--- config.mk ---
export PLATFORM = sky130hd
export DESIGN_NAME = multdiv_issue_ctrl_flat
export DESIGN_NICKNAME = d
export VERILOG_FILES = /design/src/rtl/multdiv_issue_ctrl_if.sv /design/src/rtl/multdiv_issue_ctrl.sv /design/src/flat_wrapper.sv
export SDC_FILE = /design/constraint.sdc
export NUM_CORES = 1
export LEC_CHECK = 0
export ABC_AREA = 1
export BUFFER_PORTS_ARGS = -buffer_cell sky130_fd_sc_hd__buf_2
export CORE_ASPECT_RATIO = 0.5
export CORE_MARGIN = 1.5
export CORE_UTILIZATION = 46
export DETAILED_ROUTE_END_ITERATION = 8
export HOLD_SLACK_MARGIN = 0.15
export PLACE_DENSITY = 0.83
export RECOVER_POWER = 25
export SLEW_MARGIN = 10
export SYNTH_ARGS = -nofsm -noshare
export SYNTH_HDL_FRONTEND = slang
export SYNTH_SLANG_ARGS = --single-unit
--- constraint.sdc ---
create_clock -name clock -period 1.8 [get_ports clock]
set_input_delay 0.36 -clock clock [delete_from_list [all_inputs] [get_ports clock]]
set_output_delay 0.36 -clock clock [all_outputs]
set_load 0.01 [all_outputs]
--- src/rtl/multdiv_issue_ctrl_if.sv ---
// Bus between the pipeline-side issue sequencer and its neighbours.
// Carries the execute-stage issue, the multiplier/divider unit handshake
// and the register-file writeback.
//   slave  : the sequencer (multdiv_issue_ctrl)
//   master : the pipeline / unit environment driving issue and unit results
interface multdiv_issue_ctrl_if #(
  parameter int DATA_WIDTH     = 32,
  parameter int REG_ADDR_WIDTH = 5
);
  logic                      issue_mult;
  logic                      issue_div;
  logic [DATA_WIDTH-1:0]     operand_a;
  logic [DATA_WIDTH-1:0]     operand_b;
  logic [REG_ADDR_WIDTH-1:0] dest_reg;
  logic                      md_ctrl_mult;
  logic                      md_ctrl_div;
  logic [DATA_WIDTH-1:0]     md_operand_a;
  logic [DATA_WIDTH-1:0]     md_operand_b;
  logic [DATA_WIDTH-1:0]     md_result;
  logic                      md_exception;
  logic                      md_result_rdy;
  logic                      stall;
  logic                      wb_valid;
  logic [REG_ADDR_WIDTH-1:0] wb_reg;
  logic [DATA_WIDTH-1:0]     wb_data;

  modport slave (
    input  issue_mult, issue_div, operand_a, operand_b, dest_reg,
    input  md_result, md_exception, md_result_rdy,
    output md_ctrl_mult, md_ctrl_div, md_operand_a, md_operand_b,
    output stall, wb_valid, wb_reg, wb_data
  );

  modport master (
    output issue_mult, issue_div, operand_a, operand_b, dest_reg,
    output md_result, md_exception, md_result_rdy,
    input  md_ctrl_mult, md_ctrl_div, md_operand_a, md_operand_b,
    input  stall, wb_valid, wb_reg, wb_data
  );
endinterface

--- src/rtl/multdiv_issue_ctrl.sv ---
// Pipeline-side sequencer for the shared multiplier/divider unit.
// Captures a MULT/DIV from execute, issues a one-cycle start pulse, holds the
// operands and stalls the pipeline until the unit is ready (or a timeout),
// then performs one register-file writeback: the result, or an exception code
// into RSTATUS_REG.
// Ports:
//   clock  : single clock, all state on posedge
//   reset  : synchronous, active-high
//   bus    : multdiv_issue_ctrl_if.slave (issue, unit handshake, writeback)
module multdiv_issue_ctrl #(
  parameter int DATA_WIDTH     = 32,
  parameter int REG_ADDR_WIDTH = 5,
  parameter int RSTATUS_REG    = 30,
  parameter int MULT_EXC_CODE  = 1,
  parameter int DIV_EXC_CODE   = 2,
  parameter int TIMEOUT_CYCLES = 40
) (
  input  logic                  clock,
  input  logic                  reset,
  multdiv_issue_ctrl_if.slave   bus
);

  typedef enum logic [1:0] {IDLE, START, BUSY, WB} state_t;

  state_t                    state;
  state_t                    state_next;
  logic                      op_mult;
  logic [REG_ADDR_WIDTH-1:0] rd_q;
  logic [DATA_WIDTH-1:0]     a_q;
  logic [DATA_WIDTH-1:0]     b_q;
  logic [DATA_WIDTH-1:0]     result_q;
  logic                      exc_q;
  logic [5:0]                counter;
  logic                      capture;
  logic                      accept;
  logic                      timeout;

  // counter holds the number of BUSY cycles already completed, so it is zero
  // only in the first BUSY cycle, where a lingering ready is ignored.
  always_comb begin
    state_next = state;
    capture    = 1'b0;
    accept     = 1'b0;
    timeout    = 1'b0;
    case (state)
      IDLE: begin
        if (bus.issue_mult || bus.issue_div) begin
          capture    = 1'b1;
          state_next = START;
        end
      end
      START: state_next = BUSY;
      BUSY: begin
        if (counter != '0 && bus.md_result_rdy) begin
          accept     = 1'b1;
          state_next = WB;
        end else if (counter + 6'd1 == 6'(TIMEOUT_CYCLES)) begin
          timeout    = 1'b1;
          state_next = WB;
        end
      end
      WB:      state_next = IDLE;
      default: state_next = IDLE;
    endcase
  end

  always_ff @(posedge clock) begin
    if (reset) begin
      state    <= IDLE;
      counter  <= '0;
      op_mult  <= 1'b0;
      rd_q     <= '0;
      a_q      <= '0;
      b_q      <= '0;
      result_q <= '0;
      exc_q    <= 1'b0;
    end else begin
      state <= state_next;
      if (capture) begin
        // MULT has priority when both issue lines are high.
        op_mult <= bus.issue_mult;
        rd_q    <= bus.dest_reg;
        a_q     <= bus.operand_a;
        b_q     <= bus.operand_b;
      end
      if (state == START) begin
        counter <= '0;
      end else if (state == BUSY) begin
        counter <= counter + 6'd1;
      end
      if (accept) begin
        result_q <= bus.md_result;
        exc_q    <= bus.md_exception;
      end else if (timeout) begin
        result_q <= '0;
        exc_q    <= 1'b1;
      end
    end
  end

  // All outputs decode registered state only.
  assign bus.md_ctrl_mult = (state == START) &&  op_mult;
  assign bus.md_ctrl_div  = (state == START) && !op_mult;
  assign bus.md_operand_a = a_q;
  assign bus.md_operand_b = b_q;
  assign bus.stall        = (state != IDLE);
  // A normal write to r0 is dropped; exception writes always go to RSTATUS_REG.
  assign bus.wb_valid     = (state == WB) && (exc_q || rd_q != '0);
  assign bus.wb_reg       = (state != WB) ? '0 :
                            exc_q ? REG_ADDR_WIDTH'(RSTATUS_REG) : rd_q;
  assign bus.wb_data      = (state != WB) ? '0 :
                            !exc_q ? result_q :
                            op_mult ? DATA_WIDTH'(MULT_EXC_CODE) : DATA_WIDTH'(DIV_EXC_CODE);

endmodule

--- src/flat_wrapper.sv ---
// flat-port wrapper written by rule: the top's interface ports become plain ports
module multdiv_issue_ctrl_flat 
#(
  parameter int DATA_WIDTH     = 32,
  parameter int REG_ADDR_WIDTH = 5,
  parameter int RSTATUS_REG    = 30,
  parameter int MULT_EXC_CODE  = 1,
  parameter int DIV_EXC_CODE   = 2,
  parameter int TIMEOUT_CYCLES = 40
)
  (clock, reset, bus_issue_mult, bus_issue_div, bus_operand_a, bus_operand_b, bus_dest_reg, bus_md_result, bus_md_exception, bus_md_result_rdy, bus_md_ctrl_mult, bus_md_ctrl_div, bus_md_operand_a, bus_md_operand_b, bus_stall, bus_wb_valid, bus_wb_reg, bus_wb_data);
  multdiv_issue_ctrl_if #(.DATA_WIDTH(DATA_WIDTH), .REG_ADDR_WIDTH(REG_ADDR_WIDTH)) bus_i ();
  input  logic clock;
  input  logic reset;
  input wire logic [$bits(bus_i.issue_mult)-1:0] bus_issue_mult;
  input wire logic [$bits(bus_i.issue_div)-1:0] bus_issue_div;
  input wire logic [$bits(bus_i.operand_a)-1:0] bus_operand_a;
  input wire logic [$bits(bus_i.operand_b)-1:0] bus_operand_b;
  input wire logic [$bits(bus_i.dest_reg)-1:0] bus_dest_reg;
  input wire logic [$bits(bus_i.md_result)-1:0] bus_md_result;
  input wire logic [$bits(bus_i.md_exception)-1:0] bus_md_exception;
  input wire logic [$bits(bus_i.md_result_rdy)-1:0] bus_md_result_rdy;
  output wire logic [$bits(bus_i.md_ctrl_mult)-1:0] bus_md_ctrl_mult;
  output wire logic [$bits(bus_i.md_ctrl_div)-1:0] bus_md_ctrl_div;
  output wire logic [$bits(bus_i.md_operand_a)-1:0] bus_md_operand_a;
  output wire logic [$bits(bus_i.md_operand_b)-1:0] bus_md_operand_b;
  output wire logic [$bits(bus_i.stall)-1:0] bus_stall;
  output wire logic [$bits(bus_i.wb_valid)-1:0] bus_wb_valid;
  output wire logic [$bits(bus_i.wb_reg)-1:0] bus_wb_reg;
  output wire logic [$bits(bus_i.wb_data)-1:0] bus_wb_data;
  assign bus_i.issue_mult = bus_issue_mult;
  assign bus_i.issue_div = bus_issue_div;
  assign bus_i.operand_a = bus_operand_a;
  assign bus_i.operand_b = bus_operand_b;
  assign bus_i.dest_reg = bus_dest_reg;
  assign bus_i.md_result = bus_md_result;
  assign bus_i.md_exception = bus_md_exception;
  assign bus_i.md_result_rdy = bus_md_result_rdy;
  assign bus_md_ctrl_mult = bus_i.md_ctrl_mult;
  assign bus_md_ctrl_div = bus_i.md_ctrl_div;
  assign bus_md_operand_a = bus_i.md_operand_a;
  assign bus_md_operand_b = bus_i.md_operand_b;
  assign bus_stall = bus_i.stall;
  assign bus_wb_valid = bus_i.wb_valid;
  assign bus_wb_reg = bus_i.wb_reg;
  assign bus_wb_data = bus_i.wb_data;
  multdiv_issue_ctrl #(.DATA_WIDTH(DATA_WIDTH), .REG_ADDR_WIDTH(REG_ADDR_WIDTH), .RSTATUS_REG(RSTATUS_REG), .MULT_EXC_CODE(MULT_EXC_CODE), .DIV_EXC_CODE(DIV_EXC_CODE), .TIMEOUT_CYCLES(TIMEOUT_CYCLES)) u_core (.clock(clock), .reset(reset), .bus(bus_i));
endmodule
* Yosys cells after proc, flatten, opt, wreduce, memory -nomap -nowiden
Cells that the tools add are included.
** Storage, ports and cells
- Output and inout bits :: 105
- Register bits :: 111
- Word-level logic and storage cells :: 50
- Bits of input ports :: 107
** Operators by class
- Mux-type cells :: 20
- Reductions and logical operators :: 14
- Equal/unequal tests :: 7
- Add/subtract/negate cells :: 1
** Operator list (number)
- $mux 32 :: 4
- $mux 5 :: 2
- $mux 1 :: 9
- $mux 2 :: 4
- $pmux 2 s4 :: 1
- $add 6x1->6 const B :: 1
- $eq 6x6->1 const B :: 1
- $reduce_bool 6->1 :: 1
- $reduce_bool 5->1 :: 1
- $eq 2x2->1 const B :: 2
- $logic_and 1x1->1 :: 4
- $reduce_bool 2->1 :: 2
- $ne 3x1->1 const B :: 1
- $eq 2x1->1 const B :: 1
- $logic_not 2->1 :: 1
- $logic_or 1x1->1 :: 2
- $ne 2x1->1 const B :: 1
- $ne 2x2->1 const B :: 1
- $reduce_and 2->1 :: 1
- $reduce_or 2->1 :: 1
- $logic_not 1->1 :: 1

* Depth between registers and ports, before layout
- Depth after elaboration :: 7
- Gate-level depth with buffers :: 12
- Gate-level depth less buffers :: 11

* Worst setup path after synthesis
No wires, ideal clock.
- Kind :: reg-to-reg
- From :: reg u_core.state[0]
- To :: reg u_core.rd_q[4]
- Data required time :: 1.671 ns
- Setup slack :: 0.207 ns
- Setup time :: 0.129 ns
- Clock period less this slack :: 1.593 ns
- Data arrival time :: 1.464 ns
- Buffers on the path :: 1
- Cell stages (with the launch flop) :: 9
- Cell sequence :: dfxtp_1 inv_1 ha_1 inv_2 a21oi_1 inv_2 buf_2 o21ai_0 a21oi_1
** On the way
- Longest elaborated chain between the ends :: 2
** RTL lines
- start, declared :: RTL line multdiv_issue_ctrl.sv:25 : state_t state;
- start signal, assigned :: RTL line multdiv_issue_ctrl.sv:78 : state <= state_next;
- $logic_not 2->1 :: RTL line multdiv_issue_ctrl.sv:45 : case (state)
- $mux 1 :: RTL line multdiv_issue_ctrl.sv:45
- end signal, assigned :: RTL line multdiv_issue_ctrl.sv:82 : rd_q <= bus.dest_reg;
- end, declared :: RTL line multdiv_issue_ctrl.sv:28 : logic [REG_ADDR_WIDTH-1:0] rd_q;
Every way passes these cells.
A chain may end at the register's enable or synchronous reset.

* Worst setup path in the final report
- From :: reg u_core.state[1]
- To :: out bus_wb_data[9]
** On the way
- Longest elaborated chain between the ends :: 2
** RTL lines
- $ne 2x2->1 :: RTL line multdiv_issue_ctrl.sv:111 : assign bus.wb_data = (state != WB) ? '0 :
- $mux 32 :: RTL line multdiv_issue_ctrl.sv:111
- end, declared :: RTL line flat_wrapper.sv:30 : output wire logic [$bits(bus_i.wb_data)-1:0] bus_wb_data;
Every way passes these cells.

==> impl_metrics.ini <==
[worst_setup_path]
cp-end-kind = output pin
timing.critical_path.from_type = register
cp.required_ns = 1.44
critical_path_fanout_max = 10
worstPathArrival_ns = 1.36
criticalPathCategory = register to output pin

[synthesis]
postSynthCellCount = 614
post_synth_xor_area_fraction_pct = 0
postSynthAreaPerCell_um2 = 7.21
synth.mux.area_fraction_pct = 0
dominant_combinational_cell_family_by_area_after_synthesis = simple AND/OR/NAND/NOR gates
synth.yosys.warnings = 0
yosys.area_share.simple_pct = 27.0
yosysUniqueCellTypes = 24
synth_seq_cells = 111
postSynth.topFlopCell = sky130_fd_sc_hd__dfxtp_1
synth_compound_area_share_pct = 14.6
synth.cell_area_mm2 = 0.00442
share_of_synthesized_cell_area_in_full_adder_half_adder_and_majority_cells_pct = 1.70
synth_nets = 727
yosysSeqAreaShare_pct = 50.2
async_reset_ff_share_pct = 0
number_of_enable_flip_flop_cells_after_synthesis = 0

[route]
postRouteAntennaNets = 0
first_pass_iters = 4
routed_wl_um = 11600
routed-via-count = 4531
drcViolationCount = 0
wl_per_cell_um = 12.3
drt-vias-per-instance = 4.83
drtIter0Drc = 273

[sta]
fmax_mhz = 582
final_critical_path_required_period_ns = 1.72
rsz_0062_raised_after_global_routing = true
fin_skew_ns = 0.00924
timing_max_transition_violations_final = 0
final-hold-violation-count = 0
worst_slew_margin_relative_to_its_limit_pct = 79.1
post-route-period-util_pct = 95.5
setup-violations-final = 0
tightest_pin_transition_ns = 0.313

[layout]
layout.cells.most_common = sky130_fd_sc_hd__buf_2
most_frequent_cells_in_the_layout = sky130_fd_sc_hd__buf_2 (208), sky130_fd_sc_hd__nor2_1 (178), sky130_fd_sc_hd__dfxtp_1 (108)
area_growth_syn_to_layout_pct = 34.2
finish.net_count = 925
antenna_cells_inserted = 0
post_route_cells_drive_above_1_share_pct = 31.6
fin_area_mm2 = 0.00594

[power]
netSwitchingFraction_pct = 37.5
share_clk_of_total_power_pct = 23.4
p_seq_share_pct = 40.5
cell_internal_pwr_mw = 5.37
comb_power_share_pct = 36.1
power_density_mw_per_mm2 = 1450
cellLeakagePower_nw = 2.94
power.switching_mw = 3.22
max-vdd-ir-drop_mv = 0.805
total_power_mw = 8.59

[global_route]
first_pass_grt_wire_length_um = 18300
grt.met2_usage_pct = 40.3
grt_max_degree = 48
first_global_vias = 4141
global_route.usage.met3_pct = 6.80
global_route.usage.met1_pct = 24.5
grt.busiest_layer = met2
initial_antenna_violation_count = 0
groute.usage.overall_pct = 22.0
globalRouteOverflowTotal = 0

[cts]
cts-htree-levels = 3
path_clk_slew_ns = 0.07
cts.path.max_buffers = 2
worstSkewPairLatency_ns = 0.35
number_of_cts_inserted_buffers = 9
cts.sink_count = 111
clock_tree_from_tritoncts = yes
postCtsHoldBufs = 0
root_buffer = sky130_fd_sc_hd__clkbuf_16

[run_status]
run_status = finished clean

[min_path]
min_path_type = primary input to register

[place]
detailedPlacementHpwl_um = 7990
numPortBuffers = 211
place.gp.congestion = 0.838
postPlaceCellArea_mm2 = 0.00559

[floorplanning]
chipHeight_um = 72.3
design.die.area_mm2 = 0.0103
placement_rows = 25
die_w_um = 142
initial_standard_cell_utilization_of_the_core_pct = 47.1
core_mm2 = 0.00938
floorplan.io_pins = 212

[run]
max-cap-violations = 0
[kinds of logic (layout without fill, tap and decap cells)]
family | after synthesis | count (layout)
AND/OR/NAND/NOR | 306 | 306
AO/OA/AOI/OAI | 126 | 126
flip-flops | 111 | 111
buffers and inverters | 65 | 268
adder cells (fa/ha/maj) | 6 | 6
[timing repair]
item	in CTS	in global routing
pin swaps	0	0
gates resized for setup	5	11
setup endpoints to repair	29	51
buffers inserted	0	0
[stage by stage]
| stage | std cells | TNS, ns | setup WS (ns) | hold slack, ns | util [%] |
|---|---|---|---|---|---|
| final | 938 | 0 | 0.0812 | 0.230 | 63.3 |
| after detailed placement | 922 | 0 | 0.156 | 0.452 | 59.6 |
| after global routing | 938 | -0.0126 | -0.0114 | 0.224 | 63.3 |
| after floorplan | 614 | 0 | 0.207 | 0.437 | - |
| after global placement | 922 | 0 | 0.207 | 0.448 | 59.6 |
| after CTS | 938 | 0 | 0.0233 | 0.223 | 63.0 |
[per-layer routing]
layer / share of wire, % / vias to the layer above
met5: 0 / -
met4: 1.7 / 0
met3: 6.3 / 18
met2: 49 / 138
met1: 43 / 2042
li1: - / 2333
[power by group through the flow]
stage,Combinational (mW),Clock [mW],Sequential (mW)
6_report,3.10,2.01,3.48
5_1_grt,3.48,2.14,3.56
4_1_cts,3.08,2.05,3.46
3_5_place_dp,3.06,0,3.48
3_3_place_gp,2.99,0,3.46
2_1_floorplan,1.68,0,3.70
[worst paths after layout]
kind | from | end | slack (ns) | cells after the start
min | bus_operand_a[27] | u_core.bus.md_operand_a[27] | 0.23 | 3
max reg2reg | u_core.counter[1] | u_core.result_q[21] | 0.19 | 10
min reg2reg | u_core.result_q[25] | u_core.result_q[25] | 0.47 | 2
max | u_core.state[1] | bus_wb_data[9] | 0.08 | 5
[registers in the layout, summed over array words and instances (netlist names)]
register / count
u_core.rd_q: 5
u_core.op_mult: 1
u_core.state: 2
u_core.bus.md_operand_b: 32
u_core.counter: 6
u_core.result_q: 32
u_core.exc_q: 1
u_core.bus.md_operand_a: 32
[area by class of cell]
type | instances | area [µm²]
clock buffers | 10 | 229
clock inverters | 6 | 68.8
fillers | 817 | 3440
inverters | 25 | 93.8
multi-input cells | 438 | 1950
flip-flops and latches | 111 | 2230
well taps | 121 | 151
repair buffers | 227 | 1210
[worst max-delay path: stages, from the launching register on]
cell and delay (ns):
sky130_fd_sc_hd__dfxtp_4 0.38, sky130_fd_sc_hd__ha_4 0.18, sky130_fd_sc_hd__buf_6 0.14, sky130_fd_sc_hd__nand2_1 0.07, sky130_fd_sc_hd__nor2_2 0.10, sky130_fd_sc_hd__buf_2 0.14
[cells in the mapped netlist (2+ instances only)]
library cell | number | area, µm²
sky130_fd_sc_hd__ha_1 | 6 | 75.1
sky130_fd_sc_hd__nand3_1 | 9 | 45.0
sky130_fd_sc_hd__clkbuf_1 | 34 | 128
sky130_fd_sc_hd__inv_2 | 2 | 7.51
sky130_fd_sc_hd__o21ai_0 | 78 | 390
sky130_fd_sc_hd__dfxtp_1 | 111 | 2220
sky130_fd_sc_hd__nand4_1 | 2 | 12.5
sky130_fd_sc_hd__nand2_1 | 107 | 402
sky130_fd_sc_hd__nand2_2 | 6 | 37.5
sky130_fd_sc_hd__inv_1 | 22 | 82.6
sky130_fd_sc_hd__a21oi_1 | 43 | 215
sky130_fd_sc_hd__nor2_1 | 179 | 672
sky130_fd_sc_hd__a21oi_2 | 3 | 26.3
sky130_fd_sc_hd__buf_8 | 2 | 30.0
Power figures use the tool's default switching activity.
